[src/rtl/alu_arbiter.sv]
// alu_arbiter: two-port round-robin front end that sequences requests through a shared 4-bit ALU core
module alu_arbiter (
    input  logic       clk,
    input  logic       rst,
    input  logic [1:0] req_valid,
    output logic [1:0] req_ready,
    input  logic [3:0] req_op0,
    input  logic [3:0] req_op1,
    input  logic [3:0] req_a0,
    input  logic [3:0] req_a1,
    input  logic [3:0] req_b0,
    input  logic [3:0] req_b1,
    output logic [1:0] rsp_valid,
    input  logic [1:0] rsp_ready,
    output logic [7:0] rsp_data,
    output logic [3:0] alu_op,
    output logic [3:0] alu_a,
    output logic [3:0] alu_b,
    output logic       alu_en,
    input  logic [7:0] alu_out,
    input  logic       err_clr,
    output logic [7:0] err_count,
    output logic       busy
);
    typedef enum logic [1:0] {IDLE, ISSUE, RESP} state_t;
    state_t state_q, state_d;
    logic last_q, last_d, gnt_q, gnt_d, sel, hs;
    logic [3:0] op_q, op_d, a_q, a_d, b_q, b_d;
    logic [7:0] data_q, data_d, err_q, err_d;
    always_comb begin
        // a tie goes to whoever did not win last; a lone requester always wins
        sel = (req_valid == 2'b11) ? ~last_q : req_valid[1];
        hs = (state_q == IDLE) && |req_valid;
        req_ready = hs ? (sel ? 2'b10 : 2'b01) : 2'b00;
        state_d = state_q;
        last_d = last_q;
        gnt_d = gnt_q;
        op_d = op_q;
        a_d = a_q;
        b_d = b_q;
        data_d = data_q;
        err_d = err_clr ? 8'd0 : (state_q == ISSUE && alu_out[4] && err_q != 8'hff) ? err_q + 8'd1 : err_q;
        case (state_q)
            IDLE: if (hs) begin
                state_d = ISSUE;
                last_d = sel;
                gnt_d = sel;
                op_d = sel ? req_op1 : req_op0;
                a_d = sel ? req_a1 : req_a0;
                b_d = sel ? req_b1 : req_b0;
            end
            ISSUE: begin
                state_d = RESP;
                data_d = alu_out;
            end
            RESP: if (rsp_ready[gnt_q]) state_d = IDLE;
            default: state_d = IDLE;
        endcase
    end
    always_ff @(posedge clk or posedge rst) begin
        if (rst) begin
            state_q <= IDLE;
            last_q <= 1'b1;
            gnt_q <= 1'b0;
            op_q <= 4'd0;
            a_q <= 4'd0;
            b_q <= 4'd0;
            data_q <= 8'd0;
            err_q <= 8'd0;
        end else begin
            state_q <= state_d;
            last_q <= last_d;
            gnt_q <= gnt_d;
            op_q <= op_d;
            a_q <= a_d;
            b_q <= b_d;
            data_q <= data_d;
            err_q <= err_d;
        end
    end
    assign alu_op = op_q;
    assign alu_a = a_q;
    assign alu_b = b_q;
    assign alu_en = state_q == ISSUE;
    assign rsp_valid = (state_q == RESP) ? (gnt_q ? 2'b10 : 2'b01) : 2'b00;
    assign rsp_data = data_q;
    assign err_count = err_q;
    assign busy = state_q != IDLE;
endmodule

[config.mk]
export PLATFORM = sky130hd
export DESIGN_NAME = alu_arbiter
export DESIGN_NICKNAME = d
export VERILOG_FILES = /design/src/rtl/alu_arbiter.sv
export SDC_FILE = /design/constraint.sdc
export NUM_CORES = 1
export LEC_CHECK = 0
export CAP_MARGIN = 5
export CORE_UTILIZATION = 40
export DETAILED_ROUTE_END_ITERATION = 7
export PLACE_DENSITY = 0.79
export SLEW_MARGIN = 15
export SYNTH_ARGS = -nofsm -noshare
export SYNTH_HDL_FRONTEND = slang
export SYNTH_SLANG_ARGS = --single-unit
[constraint.sdc]
create_clock -name clk -period 1.85 [get_ports clk]
set_input_delay 0.185 -clock clk [delete_from_list [all_inputs] [get_ports clk]]
set_output_delay 0.185 -clock clk [all_outputs]
set_load 0.1 [all_outputs]
* Word-level counts from Yosys, hierarchy flattened *
Cells that the tools add are included.

operators by class
  reductions and logical operators = 9
  multiplexer cells = 15
  equal/unequal tests = 6
  order comparisons = 1
  add/subtract/negate cells = 1
  bitwise logic cells = 1

operators by type and width
  cell                                                                          number
  8-bit 2-to-1 mux                                                              2
  2-bit 2-to-1 mux                                                              6
  4-bit 2-to-1 mux                                                              3
  8-bit by 1-bit adder with 8-bit output, second input constant                 1
  8-bit != test, second input constant                                          1
  2-bit case mux with 3 select lines                                            1
  2-bit == test, second input constant                                          2
  2-bit != test, second input constant                                          2
  2-bit AND reduction                                                           2
  2-bit nonzero test                                                            2
  1-bit logical AND                                                             3
  1-bit 2-to-1 mux                                                              3
  2-bit by 1-bit == test with 1-bit output, second input constant               1
  2-bit zero test                                                               1
  1-bit by 2-bit less-than comparator with 1-bit output, second input constant  1
  2-bit OR reduction                                                            1
  1-bit NOT                                                                     1

storage, ports and cells
  register bits after elaboration = 32

* Logic depth before layout (Yosys ltp) *
Gate-level depths: netlist of run 1.

  word-level depth = 5
  depth in mapped cells = 5
  mapped depth without buffers = 4

* Worst setup path before layout of run 1 *
Ideal clock, no wire load.

  path type = reg-to-reg
  start point = register err_q[0], in the netlist err_count[0]
  end point = register err_q[0], in the netlist err_count[0]
  stages on the path, launching flop included = 5
  data arrival time = 1.904 ns
  setup time = 0.125 ns
  setup slack = -0.179 ns
  cells stage by stage = dfrtp_1 -> ha_1 -> and4_1 -> a21oi_2 -> mux2_2

on the way
  word-level cells in the longest chain between the ends = 3
  elaborated cells on any way between the ends = 6
  classes of those cells = add/sub (1); eq/ne (1); mux (2); reduce/logical (2)

RTL lines
  element                                                                         line  RTL
  from (decl)                                                                     29    logic [7:0] data_q, data_d, err_q, err_d;
  from (signal assigned)                                                          78    err_q <= err_d;
  8-bit by 1-bit adder with 8-bit output / 8-bit != test (equally long branches)  42    err_d = err_clr ? 8'd0 : (state_q == ISSUE && alu_out[4] && err_q != 8'hff) ? err_q + 8'd1 : err_q;
  8-bit 2-to-1 mux / 1-bit logical AND (equally long branches)                    42
  8-bit 2-to-1 mux / 2-bit nonzero test (equally long branches)                   n/a

Several ways; a longest one is shown, not always the timed one. The select of a mux whose other input is x is not followed.
A chain may end at the register's enable or synchronous reset.

* Worst setup path after layout of run 1 *
  start point = register state_q[1]
  end point = output req_ready[0]

on the way
  word-level cells in the longest chain between the ends = 3

RTL lines
  element                 line  RTL
  from (decl)             26    state_t state_q, state_d;
  from (signal assigned)  71    state_q <= state_d;
  2-bit zero test         33    hs = (state_q == IDLE) && |req_valid;
  1-bit logical AND       33
  2-bit 2-to-1 mux        34    req_ready = hs ? (sel ? 2'b10 : 2'b01) : 2'b00;
  to (decl)               6     output logic [1:0] req_ready,

Every way passes these cells.

==> results of run 1 <==
## worst max-delay path: stages, from the launching register on
cell     delay (ns)
dfrtp_1        0.43
nor2_2         0.27
and3_4         0.35
buf_12         0.20
## cells in the mapped netlist (all sizes together)
cell | n | area [um2]
a211oi | 3 | 22.5
a21boi | 12 | 90.1
a21o | 2 | 15.0
a21oi | 1 | 8.76
a221o | 12 | 120
a311oi | 1 | 8.76
a31oi | 5 | 31.3
a41oi | 1 | 8.76
and2 | 2 | 12.5
and3 | 3 | 23.8
and3b | 1 | 8.76
and4 | 2 | 17.5
and4b | 1 | 10.0
buf | 7 | 46.3
clkbuf | 2 | 8.75
dfrtp | 31 | 776
dfstp | 1 | 26.3
ha | 1 | 12.5
inv | 6 | 22.5
mux2 | 9 | 101
mux2i | 1 | 10.0
nand2 | 7 | 26.3
nand2b | 5 | 31.3
nand3 | 2 | 10.0
nand3b | 1 | 7.51
nor2 | 5 | 21.3
nor2b | 2 | 12.5
nor3 | 3 | 15.0
nor4 | 1 | 6.26
nor4bb | 1 | 10.0
o21ai | 1 | 5.00
o21bai | 1 | 7.51
or2 | 1 | 6.26
## cell type report
class                           count  area, um2  share of cell area [%]
Clock buffer                        8       90.1                    3.78
Inverter                            6       22.5                   0.944
Multi-Input combinational cell     87        661                    27.7
Sequential cell                    32        806                    33.8
Tap cell                           48       60.1                    2.52
Timing Repair Buffer               75        746                    31.3
## state kept, by name, summed over array words and instances (netlist names)
name	flops
state_q	2
gnt_q	1
err_count	8
alu_op	4
alu_b	4
rsp_data	8
last_q	1
alu_a	4
## routing by layer
metal	wire length (um)	share of wire, %
met5	0	0
met4	32	0.79
met1	1590	39
met3	324	8.0
met2	2100	52
## cells by family (layout without fill, tap and decap cells)
logic type / Yosys count / after routing / synth area share (%)
mux: 10 / 10 / 7.23
compound gates: 39 / 39 / 20.6
fa+ha+maj: 1 / 1 / 0.812
simple gates: 37 / 37 / 14.2
flops: 32 / 32 / 52.1
buf+inv: 15 / 89 / 5.04
## how the worst max path moves through the flow
stage	start	endpoint	slack, ns
2_1_floorplan	state_q[0]	rsp_valid[0]	-0.17
3_3_place_gp	err_count[0]	err_count[0]	0.27
3_5_place_dp	req_valid[0]	alu_op[0]	0.23
4_1_cts	state_q[1]	req_ready[0]	0.11
5_1_grt	state_q[1]	req_ready[0]	0.02
6_report	state_q[1]	req_ready[0]	0.13
## through the flow
stage,cell area [um2],std cells
6_report,2380,256
2_1_floorplan,1540,134
5_1_grt,2380,256
3_5_place_dp,2290,248
4_1_cts,2380,256
3_3_place_gp,2290,248
## cells in the final DEF, fill, tap and decap left out, drive strengths merged, types with 5 or more instances in the layout
cell	synthesis	routed
a21boi	12	12
mux2	9	9
clkbuf	2	8
nor2	5	5
buf	7	37
a221o	12	12
inv	6	6
clkdlybuf4s50	0	38
a31oi	5	5
dfrtp	31	31
nand2b	5	5
nand2	7	7
==> metrics.cfg, run 1 <==
[outcome]
outcome = completed

[logic_synthesis]
synth.cell_area_um2 = 1540
synth.yosys.warnings = 0
syn-instance-count = 134
netlist-cell-type-count = 38
mappedNetlistNets = 174
syn_avg_cell_area_um2 = 11.5
ys_seq_area_share_pct = 52.1
post_synthesis_register_bit_count = 32

[sta]
rsz0062_at_grt = no
max_slew_headroom_pct = 61.7
timing.final.hold_violations = 0
report.final.setup_viol = 0
tns_ns = 0
whs_ns = 0.264
finalClockSkew_ns = 0.00441
layout_worst_path_cycle_share_pct = 92.8
worst_slew_pin_slew_ns = 0.574
max_freq_mhz = 583
final.min_clock_period_ns = 1.72
timing.final.max_slew_violations = 0
fin_ws_ns = 0.134

[floorplan]
die_area_um2 = 4100
vertical_die_dimension_um = 64.1
fp.dieW_um = 64.1
placeableCoreArea_um2 = 3690
starting_density_of_the_core_pct = 41.8
design.portCount = 73
rows = 22

[grt]
grt_max_degree = 20
use_met3_pct = 7.32
antenna_found_initial = 0
globalRouteTotalUtil_pct = 21.5
grt_pass1_wl_um = 6670
gr-max-usage-layer = met2
overflow = 0
first_global_vias = 1417
globalRouteMet1Util_pct = 24.6
grtUsageMet2_pct = 37.9

[clocking]
cts_tree = done
cts.hold.buffers_added = 0
clock_tree.buffer_depth = 2
clock-root-buffer = clkbuf_8
post-cts-setup-buffers = 0
cts_repair_resize_count = 0
cts.sink_count = 32
worstSkewPairLatency_ns = 0.28
htree_num_levels = 2
cts-buffers-inserted = 5
worst_setup_hold_path_clk_slew_ns = 0.06

[critical_path]
worst_r2r_startpoint = err_count[0]
cp-start-kind = register
setup.worst_path.class = reg2out
setup.worst_path.end_class = output pin
arrival_ns = 1.53
reg2reg_slack_ns = 0.23
regToRegEndpoint = err_count[0]
critPathMaxFanout = 13
r2r.worst_path.cells = 4
worst-endpoint-required_ns = 1.66

[final_layout]
insertedDiodeCount = 0
num-fill-cells = 307
area_delta_synth_final_pct = 54.8
drive_gt1_share_pct = 28.8
final_core_util_pct = 64.7
final_nets = 247

[detailed_routing]
drt-vias-per-instance = 5.56
drt_pass1_iterations = 4
avgRoutedWirePerCell_um = 15.8
dr_total_vias = 1424
drtAntennaViolNets = 0
route.detailed.drc = 0
first_iter_violations = 135
wl_um = 4050

[placement]
port_buffers = 72
pre_cts_slack_ns = 0.226
place.gp.congestion = 0.860
dp_hpwl_um = 3030

[run]
max_capacitance_violation_count = 0

[worst_hold_path]
worstHoldPathType = in2async

Power of run 1 is not shown: default switching activity piles up to over one toggle a cycle in this logic, so the estimate is an artifact.
==> inputs of run 2 (changes only) <==
--- a/config.mk
+++ b/config.mk
@@ -9,7 +9,8 @@
 export CORE_UTILIZATION = 40
 export DETAILED_ROUTE_END_ITERATION = 7
 export PLACE_DENSITY = 0.79
-export SLEW_MARGIN = 15
+export REMOVE_ABC_BUFFERS = 1
+export SLEW_MARGIN = 0
 export SYNTH_ARGS = -nofsm -noshare
 export SYNTH_HDL_FRONTEND = slang
 export SYNTH_SLANG_ARGS = --single-unit
==> run 2 against run 1 <==
  * Hold slack better by 0.020 ns
  * Clock-buffer cell count did not move
  * First-iteration DRC count fell by 5.2%
  * Register-to-register slack got worse by 0.02 ns
  * Die area stayed put
  * Global-route usage shrank 0.52 points
  * Critical path depth rose by 1
  * Critical path type unchanged
==> metrics.cfg, run 2 (synthesis gave the netlist of run 1 again) <==
[critical_path]
critical-path-top-delay-family = simple AND/OR/NAND/NOR gates  ; unchanged
critPathMaxFanout = 13  ; unchanged
cpMaxStageDelayCell = dfrtp_1  ; unchanged
arrival_ns = 1.58  ; was 1.53 ns
timing.critical_path.cells = nor2_2 > buf_4 > and3_4 > buf_12  ; was nor2_2 > and3_4 > buf_12
worst-endpoint-required_ns = 1.66  ; about the same
setup.worst_path.class = reg2out  ; unchanged
timing.critical_path.slowest_cell_delay_ns = 0.43  ; about the same
cp-start-kind = register  ; unchanged
path_buf_inv = 2  ; was 1
setup.worst_path.end_class = output pin  ; unchanged

[grt]
antenna_found_initial = 0  ; unchanged
use_met3_pct = 7.86  ; was 7.32%
first_global_vias = 1403  ; was 1417
grt_max_degree = 33  ; was 20
grtUsageMet2_pct = 33.2  ; was 37.9%
overflow = 0  ; unchanged
gr-max-usage-layer = met2  ; unchanged
globalRouteMet1Util_pct = 24.8  ; was 24.6%
globalRouteTotalUtil_pct = 21.0  ; was 21.5%
grt_pass1_wl_um = 6410  ; was 6670 um

[run]
max_capacitance_violation_count = 0  ; unchanged

[floorplan]
placeableCoreArea_um2 = 3690  ; unchanged
vertical_die_dimension_um = 64.1  ; unchanged
starting_density_of_the_core_pct = 41.8  ; unchanged
fp.dieW_um = 64.1  ; unchanged
design.portCount = 73  ; unchanged
rows = 22  ; unchanged
die_area_um2 = 4100  ; unchanged

[sta]
fin_ws_ns = 0.0880  ; was 0.134 ns
timing.final.hold_violations = 0  ; unchanged
finalClockSkew_ns = 0.00544  ; was 0.00441 ns
final.min_clock_period_ns = 1.76  ; was 1.72 ns
timing.final.max_slew_violations = 0  ; unchanged
worst_slew_pin_slew_ns = 0.404  ; was 0.574 ns
rsz0062_at_grt = no  ; unchanged
max_slew_headroom_pct = 73.1  ; was 61.7%
max_freq_mhz = 568  ; was 583 MHz
layout_worst_path_cycle_share_pct = 95.2  ; was 92.8%
whs_ns = 0.285  ; was 0.264 ns
report.final.setup_viol = 0  ; unchanged

[final_layout]
final_cell_area_excluding_filler_cells_um2 = 2390  ; was 2380 um2
drive_gt1_share_pct = 28.2  ; was 28.8%
leading_cell_types_in_the_layout_fill_and_taps_excluded = 38 x clkdlybuf4s50_1, 31 x dfrtp_1, 31 x buf_4  ; was 38 x clkdlybuf4s50_1, 30 x buf_4, 28 x dfrtp_1
fin_cells = 257  ; was 256
insertedDiodeCount = 0  ; unchanged
num-fill-cells = 324  ; was 307
layout_commonest_cell = clkdlybuf4s50_1  ; unchanged
final_nets = 248  ; was 247
area_delta_synth_final_pct = 55.2  ; was 54.8%

[detailed_routing]
first_iter_violations = 128  ; was 135
drt-vias-per-instance = 5.40  ; was 5.56
wl_um = 3780  ; was 4050 um
dr_total_vias = 1387  ; was 1424
drtAntennaViolNets = 0  ; unchanged
route.detailed.drc = 0  ; unchanged
drt_pass1_iterations = 4  ; unchanged
avgRoutedWirePerCell_um = 14.7  ; was 15.8 um

[clocking]
cts.sink_count = 32  ; unchanged
htree_num_levels = 2  ; unchanged
cts-buffers-inserted = 5  ; unchanged
worst_setup_hold_path_clk_slew_ns = 0.06  ; about the same
clock_tree.buffer_depth = 2  ; unchanged
cts.hold.buffers_added = 0  ; unchanged
worstSkewPairLatency_ns = 0.28  ; about the same
cts_tree = done  ; unchanged
clock-root-buffer = clkbuf_8  ; unchanged

[outcome]
outcome = completed  ; unchanged

[placement]
placedCellCount = 249  ; was 248
pre_cts_slack_ns = 0.243  ; was 0.226 ns
place.gp.congestion = 0.966  ; was 0.860
port_buffers = 72  ; unchanged
dp_hpwl_um = 2780  ; was 3030 um
post_dp_cell_area_um2 = 2300  ; was 2290 um2

[worst_hold_path]
worstHoldPathType = in2async  ; unchanged

## run 2: cell count changes in the layout (fill, tap and decap cells not counted)
cell / change
dfrtp_1: +3
and3_1: -1
buf_4: +1
dfrtp_2: -3
and3_2: +1
## run 2: metrics by stage
step / TNS, ns / util [%]
after floorplan: -4.99 / -
after global placement: 0 / 62.3
after detailed placement: 0 / 62.3
after CTS: 0 / 64.8
after global routing: 0 / 64.8
final: 0 / 64.8
## run 2: area by class of cell
| class | count | area (um2) | share of cell area (%) |
|---|---|---|---|
| timing repair buffer | 76 | 753 | 31.5 |
| multi-input combinational | 87 | 662 | 27.7 |
| tap | 48 | 60.1 | 2.51 |
| inverter | 6 | 22.5 | 0.942 |
| clock buffer | 8 | 90.1 | 3.77 |
| sequential | 32 | 802 | 33.6 |
## run 2: worst reg2reg max path, cell delays in order, from the launching register on
cell	delay, ns
dfrtp_1	0.44
ha_1	0.25
and4_1	0.27
a21oi_2	0.21
mux2_2	0.36
## run 2: path summary, 6_finish.rpt
check	to	depth (start not counted)	from	slack, ns
worst max-delay path	req_ready[0]	4	state_q[1]	0.09
worst min-delay path	rsp_data[6]	3	rst	0.28
worst max register to register	err_count[0]	4	err_count[0]	0.21
worst min register to register	rsp_data[2]	1	rsp_data[2]	0.51
max in group asynchronous	last_q	3	rst	1.25
min in group clk	alu_a[2]	2	req_a1[2]	0.51
## run 2: repair_timing
item	4_1_cts	5_1_grt
endpoints found under the setup margin	0	1
gates resized for setup	0	1
buffers inserted	0	0
## run 2: layer usage
metal  routed length [um]  up-vias
met4                   78        0
met3                  347       11
met2                 1770       78
met5                    0        -
li1                     -      646
met1                 1580      652
Power of run 2 is left out for the same reason.
